File: src/rtl/case_op_pipe_pkg.sv
`default_nettype none
// ============================================================================
// Module   : case_op_pkg
// Purpose  : Opcode enum and alternating-bit pattern helpers for case_op_pipe.
// Revision : 1.0  initial release
// ============================================================================
package case_op_pkg;

    localparam int MAX_WIDTH = 64;

    typedef enum logic [2:0] {
        OP_ZERO  = 3'b000,
        OP_PAT_A = 3'b001,
        OP_PAT_5 = 3'b010,
        OP_PASS  = 3'b011,
        OP_INV   = 3'b100,
        OP_INC   = 3'b101,
        OP_ACC   = 3'b110,
        OP_ONES  = 3'b111
    } case_op_e;

    // Bit i set for odd i, limited to the low 'width' bits.
    function automatic logic [MAX_WIDTH-1:0] pat_a(input int width);
        logic [MAX_WIDTH-1:0] r;
        r = '0;
        for (int i = 0; i < MAX_WIDTH; i++) begin
            r[i] = (i < width) && (i % 2 == 1);
        end
        return r;
    endfunction

    function automatic logic [MAX_WIDTH-1:0] pat_5(input int width);
        logic [MAX_WIDTH-1:0] r;
        r = '0;
        for (int i = 0; i < MAX_WIDTH; i++) begin
            r[i] = (i < width) && (i % 2 == 0);
        end
        return r;
    endfunction

endpackage : case_op_pkg
`default_nettype wire

File: src/rtl/case_op_pipe_if.sv
`default_nettype none
// ============================================================================
// Module   : case_op_pipe_if
// Purpose  : Opcode/data input channel and result output channel, valid/ready.
// Revision : 1.0  initial release
// ============================================================================
interface case_op_pipe_if #(
    parameter int WIDTH = 8
);
    logic             in_valid;
    logic             in_ready;
    logic [2:0]       in_op;
    logic [WIDTH-1:0] in_data;
    logic             out_valid;
    logic             out_ready;
    logic [WIDTH-1:0] out_data;
    logic             out_carry;

    modport master (
        output in_valid, in_op, in_data, out_ready,
        input  in_ready, out_valid, out_data, out_carry
    );

    modport slave (
        input  in_valid, in_op, in_data, out_ready,
        output in_ready, out_valid, out_data, out_carry
    );
endinterface : case_op_pipe_if
`default_nettype wire

File: src/rtl/case_op_decode.sv
`default_nettype none
// ============================================================================
// Module   : case_op_decode
// Purpose  : Combinational opcode -> {result, carry} decode. Optional feature
//            macro CASE_OP_ACC_EN enables the accumulate opcode.
// Revision : 1.0  initial release
// ============================================================================
module case_op_decode
    import case_op_pkg::*;
#(
    parameter int WIDTH = 8
) (
    input  wire logic [2:0]       op,
    input  wire logic [WIDTH-1:0] data,
    input  wire logic [WIDTH-1:0] acc,
    output logic      [WIDTH-1:0] result,
    output logic                  carry
);

    localparam logic [WIDTH-1:0] C_PAT_A = WIDTH'(pat_a(WIDTH));
    localparam logic [WIDTH-1:0] C_PAT_5 = WIDTH'(pat_5(WIDTH));

`ifndef CASE_OP_ACC_EN
    logic w_unused_acc;
    assign w_unused_acc = ^acc;
`endif

    always_comb begin
        result = '1;
        carry  = 1'b0;
        case (case_op_e'(op))
            OP_ZERO:  result = '0;
            OP_PAT_A: result = C_PAT_A;
            OP_PAT_5: result = C_PAT_5;
            OP_PASS:  result = data;
            OP_INV:   result = ~data;
            OP_INC:   {carry, result} = {1'b0, data} + {{WIDTH{1'b0}}, 1'b1};
`ifdef CASE_OP_ACC_EN
            OP_ACC:   {carry, result} = {1'b0, acc} + {1'b0, data};
`else
            OP_ACC:   result = '1;
`endif
            OP_ONES:  result = '1;
            default:  result = '1;
        endcase
    end

endmodule : case_op_decode
`default_nettype wire

File: src/rtl/case_op_pipe.sv
`default_nettype none
// ============================================================================
// Module   : case_op_pipe
// Purpose  : One-deep valid/ready registered opcode unit. Optional feature
//            macro CASE_OP_ACC_EN adds the running accumulator.
// Revision : 1.0  initial release
// ============================================================================
module case_op_pipe
    import case_op_pkg::*;
#(
    parameter int WIDTH = 8
) (
    input  wire logic    clk,
    input  wire logic    rst_n,
    case_op_pipe_if.slave bus
);

    logic             r_valid;
    logic [WIDTH-1:0] r_data;
    logic             r_carry;
    logic [WIDTH-1:0] w_acc;
    logic [WIDTH-1:0] w_result;
    logic             w_carry;
    logic             w_accept;

    // Ready looks only at the output stage so a drain and a load can share a cycle.
    assign bus.in_ready  = !r_valid || bus.out_ready;
    assign w_accept      = bus.in_valid && bus.in_ready;
    assign bus.out_valid = r_valid;
    assign bus.out_data  = r_data;
    assign bus.out_carry = r_carry;

    case_op_decode #(.WIDTH(WIDTH)) u_decode (
        .op     (bus.in_op),
        .data   (bus.in_data),
        .acc    (w_acc),
        .result (w_result),
        .carry  (w_carry)
    );

    always_ff @(posedge clk or negedge rst_n) begin
        if (!rst_n) begin
            r_valid <= 1'b0;
            r_data  <= '0;
            r_carry <= 1'b0;
        end else if (w_accept) begin
            r_valid <= 1'b1;
            r_data  <= w_result;
            r_carry <= w_carry;
        end else if (bus.out_ready) begin
            r_valid <= 1'b0;
        end
    end

`ifdef CASE_OP_ACC_EN
    logic [WIDTH-1:0] r_acc;

    always_ff @(posedge clk or negedge rst_n) begin
        if (!rst_n) begin
            r_acc <= '0;
        end else if (w_accept) begin
            if (bus.in_op == OP_ACC) begin
                r_acc <= w_result;
            end else if (bus.in_op == OP_ZERO) begin
                r_acc <= '0;
            end
        end
    end

    assign w_acc = r_acc;
`else
    assign w_acc = '0;
`endif

endmodule : case_op_pipe
`default_nettype wire

File: src/flat_wrapper.sv
// flat-port wrapper written by rule: the top's interface ports become plain ports
module case_op_pipe_flat import case_op_pkg::*;
#(
    parameter int WIDTH = 8
)
  (clk, rst_n, bus_in_valid, bus_in_op, bus_in_data, bus_out_ready, bus_in_ready, bus_out_valid, bus_out_data, bus_out_carry);
  case_op_pipe_if #(.WIDTH(WIDTH)) bus_i ();
  input  wire logic clk;
  input  wire logic rst_n;
  input wire logic [$bits(bus_i.in_valid)-1:0] bus_in_valid;
  input wire logic [$bits(bus_i.in_op)-1:0] bus_in_op;
  input wire logic [$bits(bus_i.in_data)-1:0] bus_in_data;
  input wire logic [$bits(bus_i.out_ready)-1:0] bus_out_ready;
  output wire logic [$bits(bus_i.in_ready)-1:0] bus_in_ready;
  output wire logic [$bits(bus_i.out_valid)-1:0] bus_out_valid;
  output wire logic [$bits(bus_i.out_data)-1:0] bus_out_data;
  output wire logic [$bits(bus_i.out_carry)-1:0] bus_out_carry;
  assign bus_i.in_valid = bus_in_valid;
  assign bus_i.in_op = bus_in_op;
  assign bus_i.in_data = bus_in_data;
  assign bus_i.out_ready = bus_out_ready;
  assign bus_in_ready = bus_i.in_ready;
  assign bus_out_valid = bus_i.out_valid;
  assign bus_out_data = bus_i.out_data;
  assign bus_out_carry = bus_i.out_carry;
  case_op_pipe #(.WIDTH(WIDTH)) u_core (.clk(clk), .rst_n(rst_n), .bus(bus_i));
endmodule
File: config.mk
export PLATFORM = sky130hd
export DESIGN_NAME = case_op_pipe_flat
export DESIGN_NICKNAME = d
export VERILOG_FILES = /design/src/rtl/case_op_pipe_pkg.sv /design/src/rtl/case_op_pipe_if.sv /design/src/rtl/case_op_decode.sv /design/src/rtl/case_op_pipe.sv /design/src/flat_wrapper.sv
export SDC_FILE = /design/constraint.sdc
export NUM_CORES = 1
export LEC_CHECK = 0
export CAP_MARGIN = 0
export CORE_UTILIZATION = 40
export CTS_CLUSTER_DIAMETER = 150
export DETAILED_ROUTE_END_ITERATION = 8
export PLACE_DENSITY = 0.73
export SYNTH_ARGS = -nofsm -noshare
export SYNTH_HDL_FRONTEND = slang
export SYNTH_HIERARCHICAL = 1
export SYNTH_SLANG_ARGS = --single-unit
export TNS_END_PERCENT = 50
File: constraint.sdc
create_clock -name clk -period 1.2 [get_ports clk]
set_clock_uncertainty 0.2 [all_clocks]
set_input_delay 0.24 -clock clk [delete_from_list [all_inputs] [get_ports clk]]
set_output_delay 0.24 -clock clk [all_outputs]
set_load 0.02 [all_outputs]
==> qor.csv, run 1 <==
metric;value;unit
status;finished with violations;
violations;negative setup slack;
grt_start_max_net_pins;11;
rsz0062_at_grt;yes;
nNetsFinal;157;
cts_max_level;1;
grt_util_all_layers;24.5;%
worstMarginPinSlew;0.393;ns
p_leak;0.655;nW
most-common-layout-cells;buf_4 (30), buf_6 (10), mux2_4 (9), dfrtp_1 (9), buf_2 (8);
peakVddDrop;0.000529;V
nFillCells;115;
whs;0.0685;ns
syn_inst;81;
grt_pass1_vias;811;
grt.met1_usage;28.4;%
clkTransAtPathRegs;0.07;ns
placed_area;1240;µm²
initial_core_util;43.4;%
grt_pass1_wl;3670;µm
fin_tns_setup;-1.81;ns
antenna_found_initial;0;
postLayoutCoreUtil;77.3;%
ys.warnings.count;6;
slew_headroom;73.8;%
cts_made_buffers;3;
die_h;45.5;µm
gr-usage-met2;46.3;%
area_growth_syn_to_layout;78.2;%
wire_per_inst;13.3;µm
hold_viol;0;
wl;2200;µm
synth.avg_cell_area;9.35;µm²
period_share;116;%
crit_type;in -> reg;
fin_crit;1.39;ns
clk_latency;0.25;ns
crit_arrival;1.33;ns
synth_area;757;µm²
endpoint_kind;flop;
ios;26;
antennaDiodeCount;0;
power_density;969;nW/µm²
core_area;1750;µm²
rows;15;
grt_overflow;0;
drive_gt1_share;60.0;%
startpoint_type;input pin;
final-setup-viol-count;20;
crit_fanout;4;
drtIter0Drc;17;
clock-sinks;10;
cts-root-buf;clkbuf_4;
vias;834;
setup_ws;-0.190;ns
finalMaxSlewViolations;0;
postRouteAntennaNets;0;
worstPathRequired;1.14;ns
tritoncts;built;
dieArea;2070;µm²
layout_commonest_cell;buf_4;
cap_violations;0;
gp_congestion;0.853;
busiest_layer;met2;
fmax;0.719;GHz
clk_path_buf_depth;2;
via_per_inst;5.05;
die_x;45.5;µm
dp_hpwl;1610;µm
drt_pass1_iterations;4;
io_buffers;25;
syn-num-nets;97;
hp-class;in -> async;
drc_errors;0;
grt_use_met3;3.57;%
finalInstanceArea;1350;µm²
## registers in the layout, indices dropped and copies added (netlist names)
signal / count
u_core/bus.out_valid: 1
u_core/bus.out_data: 8
u_core/bus.out_carry: 1
## critical path, stage by stage
cell and delay, ns:
buf_6 0.09, and3_4 0.18, a211o_1 0.30, a211oi_2 0.18, nor3_1 0.06, mux2_4 0.27
## metrics by stage
stage	worst slack, ns	total power [mW]	instances
after floorplan	-0.309	0.677	81
after detailed placement	-0.873	0.993	154
after global placement	-0.862	0.974	154
after global routing	-0.194	1.39	165
final	-0.190	1.31	165
after CTS	-0.176	1.30	163
## timing repair
item	4_1_cts	5_1_grt
gates cloned	1	0
endpoints found under the setup margin	20	20
setup buffers	4	2
pin swaps	10	5
hold endpoints to repair	0	0
hold buffers	0	0
gates resized for setup	97	11
## metal layers
layer,up-vias,routed length (µm)
met1,403,856
met3,2,89
met2,20,1250
li1,409,-
met5,-,0
met4,0,6
## cell type report
type,instances,area [µm²],share of cell area [%]
multi-input cells,63,549,40.7
repair buffers,57,458,34.0
flip-flops and latches,10,251,18.6
clock buffers,4,36.3,2.69
well taps,25,31.3,2.32
inverters,6,22.5,1.67
## power by group
part	internal (mW)	switching (mW)	total, mW
combinational	0.333	0.257	0.591
sequential	0.390	0.0350	0.425
clock	0.184	0.107	0.291
total	0.907	0.399	1.31
## worst paths after layout
| path | startpoint | endpoint | slack (ns) | depth (start not counted) |
|---|---|---|---|---|
| max reg2reg | u_core/bus.out_valid$_DFFE_PN0P_ | u_core/bus.out_data[2]$_DFFE_PN0P_ | -0.16 | 4 |
| min reg2reg | u_core/bus.out_data[7]$_DFFE_PN0P_ | u_core/bus.out_data[7]$_DFFE_PN0P_ | 0.31 | 1 |
| min | rst_n | u_core/bus.out_data[0]$_DFFE_PN0P_ | 0.07 | 2 |
| max in group asynchronous | rst_n | u_core/bus.out_valid$_DFFE_PN0P_ | 0.58 | 2 |
| max | bus_in_data[2] | u_core/bus.out_data[5]$_DFFE_PN0P_ | -0.19 | 6 |
| min in group clk | bus_in_data[0] | u_core/bus.out_data[0]$_DFFE_PN0P_ | 0.15 | 4 |
No activity file was read; power rests on OpenSTA's default activity.
==> run 2: changes to the inputs <==
--- a/config.mk
+++ b/config.mk
@@ -5,7 +5,6 @@
 export SDC_FILE = /design/constraint.sdc
 export NUM_CORES = 1
 export LEC_CHECK = 0
-export CAP_MARGIN = 0
 export CORE_UTILIZATION = 40
 export CTS_CLUSTER_DIAMETER = 150
 export DETAILED_ROUTE_END_ITERATION = 8
==> results of run 2 <==
No change in the layout: final DEF, timing and power equal those of run 1.
==> run 3: changes to the inputs <==
--- a/config.mk
+++ b/config.mk
@@ -8,7 +8,7 @@
 export CORE_UTILIZATION = 40
 export CTS_CLUSTER_DIAMETER = 150
 export DETAILED_ROUTE_END_ITERATION = 8
-export PLACE_DENSITY = 0.73
+export PLACE_DENSITY = 0.7
 export SYNTH_ARGS = -nofsm -noshare
 export SYNTH_HDL_FRONTEND = slang
 export SYNTH_HIERARCHICAL = 1
==> constraint.sdc (replaced) <==
create_clock -name clk -period 1.6 [get_ports clk]
set_clock_uncertainty 0.2 [all_clocks]
set_input_delay 0.32 -clock clk [delete_from_list [all_inputs] [get_ports clk]]
set_output_delay 0.32 -clock clk [all_outputs]
set_load 0.02 [all_outputs]
==> run 3 against run 2 <==
Against the previous run:
- the flow now finishes without violations
- via count down 6.7%
- total power down 33%
- setup slack better by 0.23 ns
- worst hold slack better by 0.096 ns
- cell count down 6.7%
- sequential power down 26%
- non-clock buffer count down 10
- critical path depth down 3
- sequential share of layout area up 1.9 points
- clock power down 24%
- routed wire length down 16%
- highest routed layer unchanged
==> qor.csv, run 3 (synthesized netlist as in run 1, its figures left out) <==
metric;value;unit
grt_use_met3;4.37;%
fmax;0.641;GHz
finalInstanceArea;1220;µm²
tritoncts;built;
rows;15;
netSwitchingFraction;30.3;%
dp_hpwl;1480;µm
power_density;724;nW/µm²
cap_violations;0;
wire_per_inst;12.1;µm
final-setup-viol-count;0;
hp-class;in -> async;
layout_commonest_cell;buf_4;
crit_cells;3;
endpoint_kind;output pin;
worstMarginPinSlew;0.432;ns
crit_fanout;2;
via_per_inst;5.05;
slowest_delay;0.45;ns
grt_util_all_layers;20.6;%
cts-root-buf;clkbuf_4;
p_leak;0.592;nW
clk_latency;0.26;ns
crit_slowest_cell;clkdlybuf4s50_1;
die_h;45.5;µm
power_switching;0.268;mW
crit_arrival;1.04;ns
dieArea;2070;µm²
grt_overflow;0;
cts_max_level;1;
seqPwrFrac;35.8;%
drc_errors;0;
grt_pass1_vias;684;
busiest_layer;met2;
startpoint_type;input pin;
ios;26;
dp.cells;146;
core_area;1750;µm²
finalMaxSlewViolations;0;
gr-usage-met2;33.7;%
r2r_setup_slack;0.26;ns
layoutNonFillerInstCount;154;
rsz0062_at_grt;no;
ff2ff_path_depth;4;
placed_area;1160;µm²
largest_reg_flops;8;
critPathTopFamily;buffers and inverters;
nNetsFinal;146;
postRouteAntennaNets;0;
critPathBufInv;2;
antennaDiodeCount;0;
clkTransAtPathRegs;0.06;ns
drive_gt1_share;35.7;%
whs;0.164;ns
postCtsHoldBufs;0;
clkPwrFrac;25.2;%
grt.met1_usage;25.5;%
cts_made_buffers;3;
status;complete, no violations;
die_x;45.5;µm
total_power;0.882;mW
fin_tns_setup;0;ns
path_cells;clkdlybuf4s50_1 > nand2b_4 > buf_2;
drt_pass1_iterations;4;
p_comb_share;39.1;%
initial_core_util;43.4;%
slew_headroom;71.1;%
crit_type;in -> out;
grt_pass1_wl;3020;µm
antenna_found_initial;0;
p_int;0.614;mW
most-common-layout-cells;buf_4 (20), dlygate4sd2_1 (16), dfrtp_1 (10);
hold_viol;0;
postLayoutCoreUtil;69.7;%
gp_congestion;0.858;
vias;778;
setup_ws;0.0408;ns
worstPathRequired;1.08;ns
peakVddDrop;0.000331;V
clock-sinks;10;
io_buffers;25;
fin_crit;1.56;ns
area_growth_syn_to_layout;60.8;%
drtIter0Drc;20;
grt_start_max_net_pins;11;
dpl_worst_slack;-0.535;ns
clk_path_buf_depth;2;
period_share;97.4;%
wl;1860;µm
run 3: changes by cell type in the layout (fill, tap and decap cells not counted), moves of 4 or more:
| cell | previous run | this run |
|---|---|---|
| dlygate4sd2_1 | 4 | 16 |
| buf_6 | 10 | 2 |
| clkdlybuf4s50_1 | 1 | 5 |
| buf_2 | 8 | 1 |
| buf_4 | 30 | 20 |
run 3: power by group through the flow:
stage | logic (mW) | clock network (mW) | registers [mW]
4_1_cts | 0.343 | 0.231 | 0.316
6_report | 0.344 | 0.222 | 0.315
5_1_grt | 0.372 | 0.247 | 0.319
3_5_place_dp | 0.370 | 0 | 0.322
3_3_place_gp | 0.363 | 0 | 0.319
2_1_floorplan | 0.137 | 0 | 0.367
run 3: final timing paths:
kind                                             startpoint                                  to
max in group asynchronous                             rst_n    u_core/bus.out_valid$_DFFE_PN0P_
min in group clk           u_core/bus.out_carry$_DFFE_PN0P_    u_core/bus.out_carry$_DFFE_PN0P_
setup / recovery                              bus_out_ready                        bus_in_ready
setup reg to reg           u_core/bus.out_valid$_DFFE_PN0P_  u_core/bus.out_data[4]$_DFFE_PN0P_
hold / removal                                        rst_n  u_core/bus.out_data[3]$_DFFE_PN0P_
hold reg to reg            u_core/bus.out_carry$_DFFE_PN0P_    u_core/bus.out_carry$_DFFE_PN0P_
run 3: layout make-up:
| class | instances | area, µm² |
|---|---|---|
| Fill cell | 153 | 528 |
| Multi-Input combinational cell | 62 | 477 |
| Timing Repair Buffer | 47 | 400 |
| Sequential cell | 10 | 250 |
| Clock buffer | 4 | 36.3 |
| Tap cell | 25 | 31.3 |
| Inverter | 6 | 22.5 |
run 3: layer usage:
layer | vias to the layer above | routed length (µm)
li1 | 388 | -
met1 | 366 | 863
met2 | 22 | 906
met3 | 2 | 73
met4 | 0 | 13
met5 | - | 0
run 3: repair_timing:
| action | in CTS | in global routing |
|---|---|---|
| cloned | 0 | 0 |
| pin swaps | 7 | 4 |
| setup buffers | 3 | 1 |
| resized for setup | 33 | 0 |
| endpoints found under the setup margin | 19 | 1 |
